===== config.mk =====
export PLATFORM = sky130hd
export DESIGN_NAME = i2c_target_regs
export DESIGN_NICKNAME = d
export VERILOG_FILES = /design/src/rtl/i2c_target_regs.sv
export SDC_FILE = /design/constraint.sdc
export NUM_CORES = 1
export LEC_CHECK = 0
export BUFFER_PORTS_ARGS = -buffer_cell sky130_fd_sc_hd__buf_2
export CAP_MARGIN = 40
export CELL_PAD_IN_SITES_DETAIL_PLACEMENT = 0
export CELL_PAD_IN_SITES_GLOBAL_PLACEMENT = 1
export CORE_ASPECT_RATIO = 0.5
export CORE_MARGIN = 5
export CORE_UTILIZATION = 46
export CTS_BUF_LIST = sky130_fd_sc_hd__clkbuf_2 sky130_fd_sc_hd__clkbuf_4 sky130_fd_sc_hd__clkbuf_8
export CTS_CLUSTER_SIZE = 14
export DETAILED_ROUTE_END_ITERATION = 10
export MAX_ROUTING_LAYER = met4
export PLACE_DENSITY = 0.8
export REMOVE_ABC_BUFFERS = 1
export SYNTH_ARGS = -nofsm -noshare
export SYNTH_HDL_FRONTEND = slang
export SYNTH_SLANG_ARGS = --single-unit

===== constraint.sdc =====
create_clock -name aclk -period 2.6 [get_ports aclk]
set_input_delay 0.39 -clock aclk [delete_from_list [all_inputs] [get_ports aclk]]
set_output_delay 0.39 -clock aclk [all_outputs]
set_load 0.01 [all_outputs]

===== src/rtl/i2c_target_regs.sv =====
// I2C target with a small auto-incrementing register bank.
// Bus inputs are synchronized and glitch-filtered; every protocol decision
// is taken on edges of the filtered scl/sda levels.
module i2c_target_regs #(
    parameter logic [6:0]  TARGET_ADDR = 7'h78,
    parameter int unsigned NREGS       = 4,
    parameter int unsigned FILTER      = 3
) (
    input  logic                     aclk,
    input  logic                     areset,
    input  logic                     scl_i,
    input  logic                     sda_i,
    output logic                     sda_oe,
    output logic [8*NREGS-1:0]       regs_o,
    output logic                     wr_stb,
    output logic [$clog2(NREGS)-1:0] wr_idx,
    output logic                     busy
);
    localparam int unsigned PW = $clog2(NREGS);
    localparam int unsigned CW = $clog2(FILTER + 1);

    typedef enum logic [3:0] {
        IDLE, ADDR, ACK_ADDR, PTR, ACK_PTR, WR_BYTE, ACK_WR, RD_BYTE, ACK_RD, IGNORE
    } state_t;

    // Index 0 carries scl, index 1 carries sda.
    logic [1:0]    r_s1, r_s2, r_f, r_fd;
    logic [CW-1:0] r_cnt [2];

    state_t              r_state, w_state_nxt;
    logic [7:0]          r_shift, w_shift_nxt;
    logic [3:0]          r_bcnt, w_bcnt_nxt;
    logic [PW-1:0]       r_ptr, w_ptr_nxt;
    logic                r_oe, w_oe_nxt;
    logic                r_busy, w_busy_nxt;
    logic                r_rw, w_rw_nxt;
    logic                w_we;
    logic [8*NREGS-1:0]  r_regs;
    logic                r_wr_stb;
    logic [PW-1:0]       r_wr_idx;

    logic       w_scl_f, w_sda_f, w_scl_rise, w_scl_fall, w_start, w_stop;
    logic [7:0] w_byte, w_rdbyte;

    assign w_scl_f    = r_f[0];
    assign w_sda_f    = r_f[1];
    assign w_scl_rise = r_f[0] & ~r_fd[0];
    assign w_scl_fall = ~r_f[0] & r_fd[0];
    // START/STOP only count while scl has been high for two samples,
    // so they can never alias a data edge.
    assign w_start    = r_f[0] & r_fd[0] & r_fd[1] & ~r_f[1];
    assign w_stop     = r_f[0] & r_fd[0] & ~r_fd[1] & r_f[1];
    assign w_byte     = {r_shift[6:0], w_sda_f};
    assign w_rdbyte   = r_regs[{r_ptr, 3'b000} +: 8];

    // Synchronize scl/sda and accept a new level only after FILTER equal samples.
    always_ff @(posedge aclk) begin
        if (areset) begin
            r_s1     <= '1;
            r_s2     <= '1;
            r_f      <= '1;
            r_fd     <= '1;
            r_cnt[0] <= '0;
            r_cnt[1] <= '0;
        end else begin
            r_s1 <= {sda_i, scl_i};
            r_s2 <= r_s1;
            r_fd <= r_f;
            for (int unsigned i = 0; i < 2; i++) begin
                if (r_s2[i] == r_f[i]) begin
                    r_cnt[i] <= '0;
                end else if (r_cnt[i] == CW'(FILTER - 1)) begin
                    r_f[i]   <= r_s2[i];
                    r_cnt[i] <= '0;
                end else begin
                    r_cnt[i] <= r_cnt[i] + 1'b1;
                end
            end
        end
    end

    // Protocol next-state: ACK states use r_bcnt as a phase flag
    // (0 = waiting for the fall that starts the ACK slot, 1 = inside it).
    always_comb begin
        w_state_nxt = r_state;
        w_shift_nxt = r_shift;
        w_bcnt_nxt  = r_bcnt;
        w_ptr_nxt   = r_ptr;
        w_oe_nxt    = r_oe;
        w_busy_nxt  = r_busy;
        w_rw_nxt    = r_rw;
        w_we        = 1'b0;
        if (w_stop) begin
            w_state_nxt = IDLE;
            w_oe_nxt    = 1'b0;
            w_busy_nxt  = 1'b0;
        end else if (w_start) begin
            w_state_nxt = ADDR;
            w_bcnt_nxt  = '0;
            w_oe_nxt    = 1'b0;
            w_busy_nxt  = 1'b0;
        end else begin
            unique case (r_state)
                IDLE, IGNORE: ;
                ADDR: if (w_scl_rise) begin
                    w_shift_nxt = w_byte;
                    w_bcnt_nxt  = r_bcnt + 4'd1;
                    if (r_bcnt == 4'd7) begin
                        w_bcnt_nxt = '0;
                        if (w_byte[7:1] == TARGET_ADDR) begin
                            w_state_nxt = ACK_ADDR;
                            w_busy_nxt  = 1'b1;
                            w_rw_nxt    = w_byte[0];
                        end else begin
                            w_state_nxt = IGNORE;
                        end
                    end
                end
                ACK_ADDR, ACK_PTR, ACK_WR: if (w_scl_fall) begin
                    if (r_bcnt == 4'd0) begin
                        w_oe_nxt   = 1'b1;
                        w_bcnt_nxt = 4'd1;
                    end else if (r_state == ACK_ADDR && r_rw) begin
                        w_state_nxt = RD_BYTE;
                        w_shift_nxt = w_rdbyte;
                        w_oe_nxt    = ~w_rdbyte[7];
                        w_bcnt_nxt  = '0;
                    end else begin
                        w_state_nxt = (r_state == ACK_ADDR) ? PTR : WR_BYTE;
                        w_oe_nxt    = 1'b0;
                        w_bcnt_nxt  = '0;
                    end
                end
                PTR: if (w_scl_rise) begin
                    w_shift_nxt = w_byte;
                    w_bcnt_nxt  = r_bcnt + 4'd1;
                    if (r_bcnt == 4'd7) begin
                        w_ptr_nxt   = w_byte[PW-1:0];
                        w_state_nxt = ACK_PTR;
                        w_bcnt_nxt  = '0;
                    end
                end
                WR_BYTE: if (w_scl_rise) begin
                    w_shift_nxt = w_byte;
                    w_bcnt_nxt  = r_bcnt + 4'd1;
                    if (r_bcnt == 4'd7) begin
                        w_we        = 1'b1;
                        w_ptr_nxt   = r_ptr + 1'b1;
                        w_state_nxt = ACK_WR;
                        w_bcnt_nxt  = '0;
                    end
                end
                RD_BYTE: begin
                    if (w_scl_rise) begin
                        w_bcnt_nxt  = r_bcnt + 4'd1;
                        w_shift_nxt = {r_shift[6:0], 1'b0};
                    end else if (w_scl_fall) begin
                        if (r_bcnt == 4'd8) begin
                            w_oe_nxt    = 1'b0;
                            w_ptr_nxt   = r_ptr + 1'b1;
                            w_state_nxt = ACK_RD;
                            w_bcnt_nxt  = '0;
                        end else begin
                            w_oe_nxt = ~r_shift[7];
                        end
                    end
                end
                ACK_RD: begin
                    if (w_scl_rise) begin
                        if (w_sda_f) w_state_nxt = IGNORE;
                        else         w_bcnt_nxt  = 4'd1;
                    end else if (w_scl_fall && r_bcnt == 4'd1) begin
                        w_state_nxt = RD_BYTE;
                        w_shift_nxt = w_rdbyte;
                        w_oe_nxt    = ~w_rdbyte[7];
                        w_bcnt_nxt  = '0;
                    end
                end
                default: w_state_nxt = IDLE;
            endcase
        end
    end

    // Protocol state register.
    always_ff @(posedge aclk) begin
        if (areset) begin
            r_state <= IDLE;
            r_shift <= '0;
            r_bcnt  <= '0;
            r_ptr   <= '0;
            r_oe    <= 1'b0;
            r_busy  <= 1'b0;
            r_rw    <= 1'b0;
        end else begin
            r_state <= w_state_nxt;
            r_shift <= w_shift_nxt;
            r_bcnt  <= w_bcnt_nxt;
            r_ptr   <= w_ptr_nxt;
            r_oe    <= w_oe_nxt;
            r_busy  <= w_busy_nxt;
            r_rw    <= w_rw_nxt;
        end
    end

    // Register bank update and write strobe.
    always_ff @(posedge aclk) begin
        if (areset) begin
            r_regs   <= '0;
            r_wr_stb <= 1'b0;
            r_wr_idx <= '0;
        end else begin
            r_wr_stb <= w_we;
            if (w_we) begin
                r_regs[{r_ptr, 3'b000} +: 8] <= w_byte;
                r_wr_idx                     <= r_ptr;
            end
        end
    end

    assign sda_oe = r_oe;
    assign busy   = r_busy;
    assign regs_o = r_regs;
    assign wr_stb = r_wr_stb;
    assign wr_idx = r_wr_idx;

endmodule


==> results.md <==
* Worst Path Arrival at 2690 ps
* RSZ-0062 raised after global routing: no
* Slew @ Worst Pin at 703.3 ps
* Commonest cells in the synthesized netlist: 64 x dfxtp_1, 52 x a21oi_1, 45 x nand2_1
* Post-synthesis sequential area ratio at 37.47%
* Top-count cell post-synth: dfxtp_1
* Leakage at 1.604 nW
* Post-cts sizing count at 0
* Vias post-DR at 3425
* Final Wtd Congestion at 0.9491
* Primary FF master, synth: dfxtp_1
* DP Worst Slack at 264.3 ps
* Final setup fails at 0
* Register Area at 1401 um2
* Tot Pwr at 3.103 mW
* Max Fclk at 0.4096 GHz
* Total core area at 7971 um2
* Area contributors post-synth: dfxtp_1 34%, a21oi_1 7.0%, nand4_1 5.5%
* Hold Vio Cnt, Final at 0
* Layout cell share with drive strength beyond 1 at 22.34%
* Final wirelength at 10400 um
* Tot GR Track Use at 22.16%
* Cell count after placement at 557
* CTS sink count at 68
* Max-slew violations at 0
* Worst clock skew at 9.515 ps
* Die Wd at 137.5 um
* Final #Nets at 473
* Pre-antenna DRT Iters at 5
* Critical Path End Type: flip-flop
* Post-synthesis async set-or-reset flop share at 0%
* Global-route wire length before repair at 16980 um
* Required @ worst endpoint at 2850 ps
* Yosys reg bits at 68
* Clk_lat worst skew at 340 ps
* Hold Path Origin: scl_i
* Vias per inst at 5.977
* Outcome: complete, no violations
* Syn avg cell area at 8.947 um2
* I/O Pins at 41
* Critical path startpoint: r_state[3]
* Period minus WS final at 2442 ps
* Die extent in y at 73.76 um
* Critical setup path kind: flip-flop to flip-flop
* Final Non-Filler Cells at 573
* Congestion Overflow GR at 0
* PwrDens at 727.9 nW/um2
* Drc violations at 0
* ANT cells at 0
* Post-synth top area cell: dfxtp_1
* Area delta synth->final at 13.98%
* Final period utilization at 93.91%
* Setup ws final at 158.4 ps
* Clock root buffer: clkbuf_8
* Multi-input gate area at 2142 um2
* Fillers at 758
* Post-route antenna net violation count at 0
* Met2 GRT Util at 36.07%
* PortBufs at 40
* Clk slew on worst S/H paths at 80 ps
* Vias in the first global route at 3343
* Unique cell type count in the Yosys netlist at 63
* Hold Crit Class: input pin to flip-flop
* Largest net degree at the start of global routing at 35
* GR Layer Usage met3 at 5.335%
* Synth warnings at 0
* GR Util met1 at 27.96%
* Post-CTS Setup Bufs at 0
* Crit path max fanout at 16
* Wire length per cell at 18.15 um
* CP startpoint kind: flip-flop
* Initial antenna violation count at 0
* H-tree depth at 3
* Mapped Cells at 418
* Die ar. at 10140 um2
* Top Usage Layer GRT: met2
* Max-cap viol count at 0
* CTS tree: yes
* Hold_buf cts at 0
* Post-Syn Area at 3740 um2
* Drt initial violations at 309
* EDFF count, synth at 4
* Relative slew slack at 53.05%
* Num rows at 23
* Max clock buf depth at 2
* Maximum VDD drop at 0.0003146 V
* Detail Placement HPWL at 7075 um
* Initial Util at 46.92%
* CTS Buf Count at 9
* Worst reg2reg startpoint: r_state[3]
* Share of the synthesized area in the top cell type at 34.26%
## final timing paths
check / depth (start not counted) / endpoint / slack (ps)
worst max-delay path: 5 / r_shift[5] / 160
worst min-delay path: 2 / r_s1[0] / 230
worst max register to register: 5 / r_shift[5] / 160
worst min register to register: 1 / r_s2[1] / 410
## layout make-up
cell class,instances,area share (%)
Tap cell,112,3.287
Sequential cell,68,32.87
Clock buffer,12,3.581
Timing Repair Buffer,57,8.277
Inverter,13,1.145
Multi-Input combinational cell,307,50.25
Clock inverter,4,0.5870
## worst max-delay path: stages, from the launching register on
cell and delay [ps]:
dfxtp_1 670, nor4b_4 530, nand3_1 230, a21oi_4 480
a21oi_1 140, a311oi_1 290
## placed cells by master (no fill, tap or decap), drive strengths merged, types with 4 or more instances in the layout
cell type,n
a21oi,54
a311oi,10
and3,5
buf,57
clkbuf,12
conb,4
dfxtp,64
edfxtp,4
ha,13
inv,13
mux2i,13
mux4,8
nand2,46
nand2b,5
nand3,10
nand4,33
nor2,17
nor2b,7
nor3,6
nor3b,5
o211ai,6
o21ai,9
or2,7
## power by group
part,leakage [nW],internal (mW),switching (mW),total [mW]
registers,0.559,1.13,0.176,1.30
logic,0.956,0.444,0.559,1.00
clock network,0.0892,0.391,0.408,0.799
total,1.60,1.96,1.14,3.10
## layer usage
layer,vias to the layer above,wire length (um)
met5,-,0
met4,0,146
met3,12,585
met2,127,4934
met1,1659,4734
li1,1627,-
## flip-flops by register name, summed over array words and instances (netlist names), 2 cells and up
name,cells
regs_o,32
r_shift,8
r_bcnt,4
r_cnt,4
r_state,4
r_f,2
r_fd,2
r_ptr,2
r_s1,2
r_s2,2
wr_idx,2
## cell families (layout without fill, tap and decap cells)
family / count (synthesis) / in the layout / synth area share [%]
compound gates: 106 / 106 / 19.57
xor+xnor: 3 / 3 / 0.7027
fa+ha+maj: 13 / 13 / 4.349
buf+inv: 46 / 86 / 5.554
flops: 68 / 68 / 37.47
mux: 22 / 22 / 8.598
other cells: 1 / 4 / 0.1003
simple gates: 159 / 159 / 23.65
## metrics by stage
stage / setup TNS, ps / instance area, um2 / utilization (%) / hold WS (ps)
floorplan: -20.04 / 3592 / - / 389.5
global placement: 0 / 4085 / 51.25 / 393.2
detailed placement: 0 / 4085 / 51.25 / 395.2
CTS: 0 / 4263 / 53.48 / 219.2
global route: 0 / 4263 / 53.48 / 216.1
finish: 0 / 4263 / 53.48 / 229.7
Power figures use the tool's default switching activity.
